`src/rtl/reg_pkg.sv`:
```
// Shared definitions for the register file and its load scoreboard.
// Holds the default datapath geometry, the address/data typedefs for the
// default configuration and the default load-destination register index.
package reg_pkg;

    localparam int W_DEF        = 8;
    localparam int D_DEF        = 3;
    localparam int NREG_DEF     = 2 ** D_DEF;
    localparam int LOAD_DST_DEF = NREG_DEF - 1;
    localparam int MAX_LD_DEF   = 3;
    localparam int LD_CNT_W     = 4;

    typedef logic [W_DEF-1:0]    reg_data_t;
    typedef logic [D_DEF-1:0]    reg_addr_t;
    typedef logic [LD_CNT_W-1:0] ld_cnt_t;

endpackage

```
`src/rtl/reg_file_sb_if.sv`:
```
// Bus bundle between decode/writeback and the register file.
// master : decode + writeback side (drives addresses, write data, load events)
// slave  : register file (returns read data, stall, scoreboard status)
interface reg_file_sb_if
    import reg_pkg::*;
#(
    parameter int W = W_DEF,
    parameter int D = D_DEF
);

    logic [D-1:0]        raddr_a;
    logic [D-1:0]        raddr_b;
    logic                b_imm;
    logic                we;
    logic [D-1:0]        waddr;
    logic [W-1:0]        wdata;
    logic                ld_issue;
    logic                ld_valid;
    logic [W-1:0]        ld_data;
    logic [W-1:0]        data_out_a;
    logic [W-1:0]        data_out_b;
    logic                stall;
    logic [LD_CNT_W-1:0] ld_pending;
    logic                ld_err;

    modport master (
        output raddr_a, raddr_b, b_imm, we, waddr, wdata,
               ld_issue, ld_valid, ld_data,
        input  data_out_a, data_out_b, stall, ld_pending, ld_err
    );

    modport slave (
        input  raddr_a, raddr_b, b_imm, we, waddr, wdata,
               ld_issue, ld_valid, ld_data,
        output data_out_a, data_out_b, stall, ld_pending, ld_err
    );

endinterface

```
`src/rtl/ld_scoreboard.sv`:
```
// Outstanding-load tracker for the load-destination register.
// Ports:
//   clk, rst_n   : clock, async active-low reset
//   ld_issue     : a load has been issued
//   ld_valid     : load data returns this cycle
//   ld_cnt       : outstanding load count (0..MAX_LD)
//   busy         : at least one load outstanding
//   last_return  : the final outstanding load returns this cycle with no new issue
//   ld_err       : sticky flag for issue-at-full or return-at-empty
module ld_scoreboard
    import reg_pkg::*;
#(
    parameter int MAX_LD = MAX_LD_DEF
) (
    input  logic                clk,
    input  logic                rst_n,
    input  logic                ld_issue,
    input  logic                ld_valid,
    output logic [LD_CNT_W-1:0] ld_cnt,
    output logic                busy,
    output logic                last_return,
    output logic                ld_err
);

    localparam logic [LD_CNT_W-1:0] CNT_MAX = LD_CNT_W'(MAX_LD);

    logic [LD_CNT_W-1:0] cnt_q, cnt_d;
    logic                err_q, err_d;

    always_comb begin
        cnt_d = cnt_q;
        err_d = err_q;
        unique case ({ld_issue, ld_valid})
            2'b10: begin
                // an issue beyond the tracking depth is dropped, not counted
                if (cnt_q == CNT_MAX) err_d = 1'b1;
                else                  cnt_d = cnt_q + 1'b1;
            end
            2'b01: begin
                if (cnt_q == '0) err_d = 1'b1;
                else             cnt_d = cnt_q - 1'b1;
            end
            default: ;
        endcase
    end

    always_ff @(posedge clk or negedge rst_n) begin
        if (!rst_n) begin
            cnt_q <= '0;
            err_q <= 1'b0;
        end else begin
            cnt_q <= cnt_d;
            err_q <= err_d;
        end
    end

    assign ld_cnt      = cnt_q;
    assign busy        = (cnt_q != '0);
    assign last_return = (cnt_q == LD_CNT_W'(1)) && ld_valid && !ld_issue;
    assign ld_err      = err_q;

endmodule

```
`src/rtl/reg_file_sb.sv`:
```
// Register file with write bypass and outstanding-load scoreboard.
// Two combinational read ports (port B may return an immediate), one ALU
// write port and one load write port into the fixed LOAD_DST register.
// Ports:
//   clk, rst_n : clock, async active-low reset
//   bus        : reg_file_sb_if.slave -- read addresses, write ports, load
//                events in; read data, stall, ld_pending, ld_err out
module reg_file_sb
    import reg_pkg::*;
#(
    parameter int W        = W_DEF,
    parameter int D        = D_DEF,
    parameter int LOAD_DST = LOAD_DST_DEF,
    parameter int MAX_LD   = MAX_LD_DEF,
    parameter int ZERO_R0  = 0
) (
    input  logic          clk,
    input  logic          rst_n,
    reg_file_sb_if.slave  bus
);

    localparam int           NREG    = 2 ** D;
    localparam logic [D-1:0] LD_ADDR = D'(LOAD_DST);
    localparam bit           ZR0     = (ZERO_R0 != 0);

    logic [W-1:0] regs_q [NREG];
    logic [W-1:0] regs_d [NREG];

    logic busy;
    logic last_return;
    logic touch_ld;
    logic stall;
    logic ld_wr;
    logic alu_wr;
    logic [W-1:0] rd_a;
    logic [W-1:0] rd_b;

    ld_scoreboard #(
        .MAX_LD (MAX_LD)
    ) u_sb (
        .clk         (clk),
        .rst_n       (rst_n),
        .ld_issue    (bus.ld_issue),
        .ld_valid    (bus.ld_valid),
        .ld_cnt      (bus.ld_pending),
        .busy        (busy),
        .last_return (last_return),
        .ld_err      (bus.ld_err)
    );

    // Port B in immediate mode never touches the register array.
    assign touch_ld = (bus.raddr_a == LD_ADDR)
                    || (!bus.b_imm && (bus.raddr_b == LD_ADDR))
                    || (bus.we && (bus.waddr == LD_ADDR));

    // The last returning load satisfies its consumer through the bypass.
    assign stall = busy && touch_ld && !last_return;

    assign ld_wr  = bus.ld_valid && !(ZR0 && (LD_ADDR == '0));
    assign alu_wr = bus.we && !stall
                  && !(ZR0 && (bus.waddr == '0))
                  && !(bus.ld_valid && (bus.waddr == LD_ADDR));

    always_comb begin
        regs_d = regs_q;
        if (alu_wr) regs_d[bus.waddr] = bus.wdata;
        if (ld_wr)  regs_d[LD_ADDR]   = bus.ld_data;
    end

    always_ff @(posedge clk or negedge rst_n) begin
        if (!rst_n) begin
            for (int i = 0; i < NREG; i++) regs_q[i] <= '0;
        end else begin
            regs_q <= regs_d;
        end
    end

    // Bypass only writes that actually commit; load data has priority.
    always_comb begin
        rd_a = regs_q[bus.raddr_a];
        if (alu_wr && (bus.waddr == bus.raddr_a)) rd_a = bus.wdata;
        if (ld_wr && (LD_ADDR == bus.raddr_a))    rd_a = bus.ld_data;

        rd_b = regs_q[bus.raddr_b];
        if (alu_wr && (bus.waddr == bus.raddr_b)) rd_b = bus.wdata;
        if (ld_wr && (LD_ADDR == bus.raddr_b))    rd_b = bus.ld_data;
        if (bus.b_imm)                            rd_b = W'(bus.raddr_b);
    end

    assign bus.data_out_a = rd_a;
    assign bus.data_out_b = rd_b;
    assign bus.stall      = stall;

endmodule

```
`src/flat_wrapper.sv`:
```
// flat-port wrapper written by rule: the top's interface ports become plain ports
module reg_file_sb_flat import reg_pkg::*;
#(
    parameter int W        = W_DEF,
    parameter int D        = D_DEF,
    parameter int LOAD_DST = LOAD_DST_DEF,
    parameter int MAX_LD   = MAX_LD_DEF,
    parameter int ZERO_R0  = 0
)
  (clk, rst_n, bus_raddr_a, bus_raddr_b, bus_b_imm, bus_we, bus_waddr, bus_wdata, bus_ld_issue, bus_ld_valid, bus_ld_data, bus_data_out_a, bus_data_out_b, bus_stall, bus_ld_pending, bus_ld_err);
  reg_file_sb_if #(.W(W), .D(D)) bus_i ();
  input  logic clk;
  input  logic rst_n;
  input wire logic [$bits(bus_i.raddr_a)-1:0] bus_raddr_a;
  input wire logic [$bits(bus_i.raddr_b)-1:0] bus_raddr_b;
  input wire logic [$bits(bus_i.b_imm)-1:0] bus_b_imm;
  input wire logic [$bits(bus_i.we)-1:0] bus_we;
  input wire logic [$bits(bus_i.waddr)-1:0] bus_waddr;
  input wire logic [$bits(bus_i.wdata)-1:0] bus_wdata;
  input wire logic [$bits(bus_i.ld_issue)-1:0] bus_ld_issue;
  input wire logic [$bits(bus_i.ld_valid)-1:0] bus_ld_valid;
  input wire logic [$bits(bus_i.ld_data)-1:0] bus_ld_data;
  output wire logic [$bits(bus_i.data_out_a)-1:0] bus_data_out_a;
  output wire logic [$bits(bus_i.data_out_b)-1:0] bus_data_out_b;
  output wire logic [$bits(bus_i.stall)-1:0] bus_stall;
  output wire logic [$bits(bus_i.ld_pending)-1:0] bus_ld_pending;
  output wire logic [$bits(bus_i.ld_err)-1:0] bus_ld_err;
  assign bus_i.raddr_a = bus_raddr_a;
  assign bus_i.raddr_b = bus_raddr_b;
  assign bus_i.b_imm = bus_b_imm;
  assign bus_i.we = bus_we;
  assign bus_i.waddr = bus_waddr;
  assign bus_i.wdata = bus_wdata;
  assign bus_i.ld_issue = bus_ld_issue;
  assign bus_i.ld_valid = bus_ld_valid;
  assign bus_i.ld_data = bus_ld_data;
  assign bus_data_out_a = bus_i.data_out_a;
  assign bus_data_out_b = bus_i.data_out_b;
  assign bus_stall = bus_i.stall;
  assign bus_ld_pending = bus_i.ld_pending;
  assign bus_ld_err = bus_i.ld_err;
  reg_file_sb #(.W(W), .D(D), .LOAD_DST(LOAD_DST), .MAX_LD(MAX_LD), .ZERO_R0(ZERO_R0)) u_core (.clk(clk), .rst_n(rst_n), .bus(bus_i));
endmodule
```
`config.mk`:
```
export PLATFORM = sky130hd
export DESIGN_NAME = reg_file_sb_flat
export DESIGN_NICKNAME = d
export VERILOG_FILES = /design/src/rtl/reg_pkg.sv /design/src/rtl/reg_file_sb_if.sv /design/src/rtl/ld_scoreboard.sv /design/src/rtl/reg_file_sb.sv /design/src/flat_wrapper.sv
export SDC_FILE = /design/constraint.sdc
export NUM_CORES = 1
export LEC_CHECK = 0
export CAP_MARGIN = 15
export CORE_MARGIN = 4
export CORE_UTILIZATION = 45
export CTS_CLUSTER_DIAMETER = 30
export DETAILED_ROUTE_END_ITERATION = 16
export PLACE_DENSITY_LB_ADDON = 0.1
export SYNTH_ARGS = -nofsm -noshare
export SYNTH_HDL_FRONTEND = slang
export SYNTH_SLANG_ARGS = --single-unit
```
`constraint.sdc`:
```
create_clock -name clk -period 2.01 [get_ports clk]
set_clock_uncertainty 0.05 [all_clocks]
set_input_delay 0.3015 -clock clk [delete_from_list [all_inputs] [get_ports clk]]
set_output_delay 0.3015 -clock clk [all_outputs]
set_load 0.02 [all_outputs]
```
# == Yosys cells after proc, flatten, opt, wreduce, memory -nomap -nowiden ==
# Cells that the tools add are included.
# classes
n_eq_ne,15
add_sub_neg,2
order_cmp,4
reduce_logical,27
n_mux,22
bitwise,3
# op_table
op,n
2-to-1 mux 8 bit,12
bitwise mux 64 bit,1
binary-select mux 8 bit (select 3 bit),2
demux 8 bit (select 3 bit),1
logical AND 1 bit,14
"greater-or-equal comparator 4 bit, second input constant",3
inverter 3 -> 4 bit,3
"equality test 3 bit, second input constant",3
2-to-1 mux 4 bit,2
"!= test 2 bit, second input constant",4
case mux 4 bit (2 select lines),1
equality test 3 bit,2
"equality test 3 bit, first input constant",2
AND reduction 3 bit,2
logical NOT 1 bit,5
"adder 4 x 1 -> 4 bit, second input constant",1
"equality test 4 x 1 -> 1 bit, second input constant",1
"equality test 4 x 2 -> 1 bit, second input constant",1
logical NOT 4 bit,1
"< comparator 4 x 1 -> 1 bit, second input constant",1
nonzero test 2 bit,2
nonzero test 4 bit,1
"subtractor 4 x 1 -> 4 bit, second input constant",1
"equality test 2 x 1 -> 1 bit, second input constant",1
4 further kinds,6
# totals
inputBits,31
output_inout_bits,22
ff_bits,69
wordCells,83

# == Logic depth before layout (Yosys ltp) ==
# logic_depth
depth_word,13
ltp_mapped,8
depth_no_buf,7

# == Cells and area by module ==
# A second synthesis with hierarchy kept.
# unflattened
cells_unflattened,365
area_unflattened_um2,4444.3
# modules_own_cells
mod,area_per_inst_um2,cells_each,instances
reg_file_sb,4056.4,324,1
ld_scoreboard,387.9,41,1

# == Worst setup path before layout ==
# OpenSTA, ideal clock, no wires.
# synth_timing
kind,reg-to-output
from,reg u_core.u_sb.cnt_q[1] (netlist: u_core.u_sb.ld_cnt[1])
to,out bus_data_out_b[3]
path_stages_with_launch,9
required_time_ns,1.659
path_slack_ns,-0.761
path_buffers,1
t_arrival_ns,2.420
cell_sequence,dfrtp_1 inv_1 ha_1 and3b_1 o21a_1 o211ai_1 buf_2 nor2_1 a311oi_1
# synth_between
elab_chain_len,12
# synth_rtl
item,line_no,rtl
"start, declared",ld_scoreboard.sv:27,"logic [LD_CNT_W-1:0] cnt_q, cnt_d;"
"start signal, assigned",ld_scoreboard.sv:52,cnt_q <= cnt_d;
equality test 4 x 1 -> 1 bit,ld_scoreboard.sv:59,assign last_return = (cnt_q == LD_CNT_W'(1)) && ld_valid && !ld_issue;
logical AND 1 bit (2 in series),ld_scoreboard.sv:59,
logical NOT 1 bit,reg_file_sb.sv:57,assign stall = busy && touch_ld && !last_return;
logical AND 1 bit (*),reg_file_sb.sv:57,
logical NOT 1 bit (*),reg_file_sb.sv:60,assign alu_wr = bus.we && !stall
logical AND 1 bit (*),reg_file_sb.sv:60,
logical AND 1 bit (*),reg_file_sb.sv:62,&& !(bus.ld_valid && (bus.waddr == LD_ADDR));
logical AND 1 bit (*),reg_file_sb.sv:85,if (alu_wr && (bus.waddr == bus.raddr_b)) rd_b = bus.wdata;
2-to-1 mux 8 bit (*),reg_file_sb.sv:85,
2-to-1 mux 8 bit (*),reg_file_sb.sv:86,if (ld_wr && (LD_ADDR == bus.raddr_b)) rd_b = bus.ld_data;
2-to-1 mux 8 bit (*),reg_file_sb.sv:87,if (bus.b_imm) rd_b = W'(bus.raddr_b);
"end, declared",flat_wrapper.sv:24,output wire logic [$bits(bus_i.data_out_b)-1:0] bus_data_out_b;
# Mark *: on every way between the ends. The rest lies on a longest branch, timed or not.

# == Worst setup path after layout ==
# layout_timing
from,reg u_core.u_sb.cnt_q[0] (netlist: u_core.u_sb.ld_cnt[0])
to,out bus_data_out_a[7]
# layout_between
elab_chain_len,11
# layout_rtl
item,line_no,rtl
equality test 4 x 1 -> 1 bit,ld_scoreboard.sv:59,
logical AND 1 bit (2 in series),ld_scoreboard.sv:59,
logical NOT 1 bit,reg_file_sb.sv:57,
logical AND 1 bit (*),reg_file_sb.sv:57,
logical NOT 1 bit (*),reg_file_sb.sv:60,
logical AND 1 bit (*),reg_file_sb.sv:60,
logical AND 1 bit (*),reg_file_sb.sv:62,
logical AND 1 bit (*),reg_file_sb.sv:81,if (alu_wr && (bus.waddr == bus.raddr_a)) rd_a = bus.wdata;
2-to-1 mux 8 bit (*),reg_file_sb.sv:81,
2-to-1 mux 8 bit (*),reg_file_sb.sv:82,if (ld_wr && (LD_ADDR == bus.raddr_a)) rd_a = bus.ld_data;
"end, declared",flat_wrapper.sv:23,output wire logic [$bits(bus_i.data_out_a)-1:0] bus_data_out_a;
# Marks and branches as above.

==> metrics.txt <==
fin nets=545; depth of the worst register-to-register path=11; worst reg2reg setup slack=-0.21 ns; count of endpoints failing setup in the final report=58; result of the run=finished with violations; count of flip-flops with a built-in enable after synthesis=0; Avg Inst Size Synth=12.8 um2; portion of the clock cycle consumed by the worst path in the final layout=130%; power per standard cell area=899 mW/mm2; maximum number of pins on one net before global-route repair=56; clock net sink count=69; CP Launch Type=flip-flop; count of unique library cells instantiated by Yosys=42; clock transition at the registers of the reported paths=roughly 0.080 ns; net count after synthesis=377; longest individual stage delay on the worst path=0.44 ns; antenna violations before repair=0; Site Rows=35; number of nets still failing antenna checks after routing=0; fin util=71.9%; most frequent cells after synthesis=sky130_fd_sc_hd__dfrtp_1 (69), sky130_fd_sc_hd__mux2_2 (59), sky130_fd_sc_hd__mux4_2 (32); most common flop cell mapped by yosys=sky130_fd_sc_hd__dfrtp_1; area of the core=0.00933 mm2; Total Routed Length=13.4 mm; most repeated library cell on the critical path=sky130_fd_sc_hd__buf_4; share of final-layout standard cells stronger than drive strength 1=59.3%; max capacitance violation total=0; Die Ht=106 um; maximum number of buffers from clock root to sink=2; Static Leak=2.95 nW; number of antenna diodes=0; number of buffer and inverter stages on the critical path=3; Worst Hold Margin=between 0.3 and 0.4 ns; Max-slew headroom=approximately 72%; class of the tightest hold or removal check=input port to async pin; global-route wire length before repair=20.9 mm; WP data arrival=2.26 ns; total of flip-flops plus latches after synthesis=69; clock insertion delay at the later pin of the skew report=0.35 ns; synthesis warning total=0; fraction of post-synthesis cell area in the top cell type by area=39.6%; routability congestion estimate=0.821; iteration count of the initial detailed-routing pass=4; post-detailed-placement half-perimeter wirelength=~9 mm; cell with the most instances after synthesis=sky130_fd_sc_hd__dfrtp_1; RSZ-0062 raised after global routing=true; largest cells by area after synthesis=sky130_fd_sc_hd__dfrtp_1 (40%), sky130_fd_sc_hd__mux4_2 (17%), sky130_fd_sc_hd__mux2_2 (15%); Setup Crit Path Kind=flip-flop to output pin; leading area contributor after synthesis=sky130_fd_sc_hd__dfrtp_1; final routed DRC violation total=0; total global routing overflow=0; clock buffer count from CTS=9; number of top-level design ports=between 50 and 60; violations in the final reports=setup timing; Initial Util=around 47%; highest achievable clock rate=382 MHz; WP data required=approximately 1.7 ns; critical-path cell list=ha_4 > and3b_1 > o21a_1 > o211ai_1 > buf_4 > buf_6 > o22ai_2 > a31oi_1 > buf_4; mapped cell area=roughly 0.0044 mm2; Die Area=0.0113 mm2; drt wl/cell=20.8 um; vias in the first global route=3,866; slack of the critical path=-0.605 ns; cell with the biggest individual delay on the critical path=sky130_fd_sc_hd__dfrtp_2; largest fanout on the critical path=7; # H-tree levels=3; DR iter-0 viols=136; Worst path depth=9; minimum period implied by the final worst setup slack=2.61 ns; Crit. End Element=output pin; global-route total usage across every layer=24.4%; gate count after technology mapping=340; transition time at the pin with the least slew margin=0.410 ns; clock tree from TritonCTS=built; quantity of I/O buffers inserted on ports=52; final hold vios=0; count of pins over their slew limit=0; Area Overhead vs Synth=54.1%; CTS Root Buffer Type=sky130_fd_sc_hd__clkbuf_8; kind of cell adding the most delay to the critical path=compound AO/OA/AOI/OAI gates; fraction of the yosys area taken by sequential cells=39.6%; Chip Width=106 um; count of vias placed by the detailed router=3,626; vias per cell=roughly 5.6; Synth async-reset ratio=100%; worst supply voltage drop on vdd=0.617 mV
-- layout make-up --
| type | instances | area [um2] |
|---|---|---|
| clock buffers | 9 | 124 |
| clock inverters | 7 | 121 |
| fillers | 673 | 2620 |
| inverters | 9 | 33.8 |
| multi-input cells | 234 | 2800 |
| flip-flops and latches | 69 | 1730 |
| well taps | 129 | 161 |
| repair buffers | 185 | 1740 |
-- layer usage --
layer | global-route usage (%) | wire (um)
met1 | 31.8 | 5810
met2 | 40.0 | 6580
met3 | 5.71 | 691
met4 | 8.33 | 306
met5 | 0 | 0
-- path summary, 6_finish.rpt --
kind	startpoint	endpoint
worst max-delay path	u_core.u_sb.ld_cnt[0]	bus_data_out_a[7]
worst min-delay path	rst_n	u_core.regs_q[52]
worst max register to register	u_core.u_sb.ld_cnt[1]	u_core.regs_q[32]
worst min register to register	u_core.u_sb.ld_err	u_core.u_sb.ld_err
max in group asynchronous	rst_n	u_core.regs_q[7]
min in group clk	u_core.u_sb.ld_err	u_core.u_sb.ld_err
-- state kept, by name (all words and copies together), names as in the netlist --
register and count:
u_core.regs_q 64, u_core.u_sb.ld_cnt 4, u_core.u_sb.ld_err 1
-- timing repair --
action                                 4_1_cts  5_1_grt
endpoints found under the hold margin       14        0
hold buffers                                 1        0
pin swaps                                   10        6
cloned                                       2        0
setup endpoints to repair                   73       75
gates resized for setup                    123       40
buffers inserted                            15        4
-- cell families after synthesis --
| kind of cell | after synthesis | share of synthesized area [%] |
|---|---|---|
| mux | 116 | 37.5 |
| buf+inv | 37 | 3.94 |
| fa+ha+maj | 6 | 1.72 |
| flops | 69 | 39.6 |
| xor+xnor | 10 | 2.01 |
| compound gates | 59 | 9.05 |
| simple gates | 43 | 6.09 |
-- where the power goes --
group          internal [mW]  switching (mW)
logic                   1.55            1.03
registers               1.77           0.257
clock network          0.831           0.595
total                   4.15            1.88
-- worst reg2reg max path, delay by kind of cell (launching register included) --
kind                       cells  cell delay, ns
buffers and inverters          5            0.61
and+or+nand+nor                3            0.42
DFF                            1            0.41
muxes                          1            0.32
AOI/OAI and AO/OA              1            0.20
adders and majority gates      1            0.12
-- metrics by stage --
| stage | total power, mW | instance area [um2] | setup TNS, ns | setup slack (ns) | instances |
|---|---|---|---|---|---|
| global route | 6.34 | 6710 | -21.15 | -0.768 | 642 |
| CTS | 5.91 | 6540 | -12.41 | -0.629 | 638 |
| finish | 6.04 | 6710 | -13.81 | -0.605 | 642 |
| global placement | 4.34 | 6040 | -43.16 | -0.976 | 604 |
| floorplan | 3.35 | 4520 | -10.86 | -0.399 | 340 |
| detailed placement | 4.41 | 6040 | -43.35 | -1.06 | 604 |
-- cells in the final DEF, fill, tap and decap left out, types with 6 or more instances in the layout --
cell,n
sky130_fd_sc_hd__buf_4,113
sky130_fd_sc_hd__dfrtp_1,67
sky130_fd_sc_hd__mux2_2,43
sky130_fd_sc_hd__mux4_2,32
sky130_fd_sc_hd__clkdlybuf4s50_1,28
sky130_fd_sc_hd__mux2i_1,24
sky130_fd_sc_hd__buf_6,22
sky130_fd_sc_hd__mux2_4,16
sky130_fd_sc_hd__nand2_1,13
sky130_fd_sc_hd__buf_12,13
sky130_fd_sc_hd__xor2_1,9
sky130_fd_sc_hd__o21ai_0,9
sky130_fd_sc_hd__clkbuf_8,9
sky130_fd_sc_hd__inv_1,8
sky130_fd_sc_hd__o21ai_1,8
sky130_fd_sc_hd__a31oi_2,6
sky130_fd_sc_hd__dlygate4sd2_1,6
No activity file was read; power rests on OpenSTA's default activity.
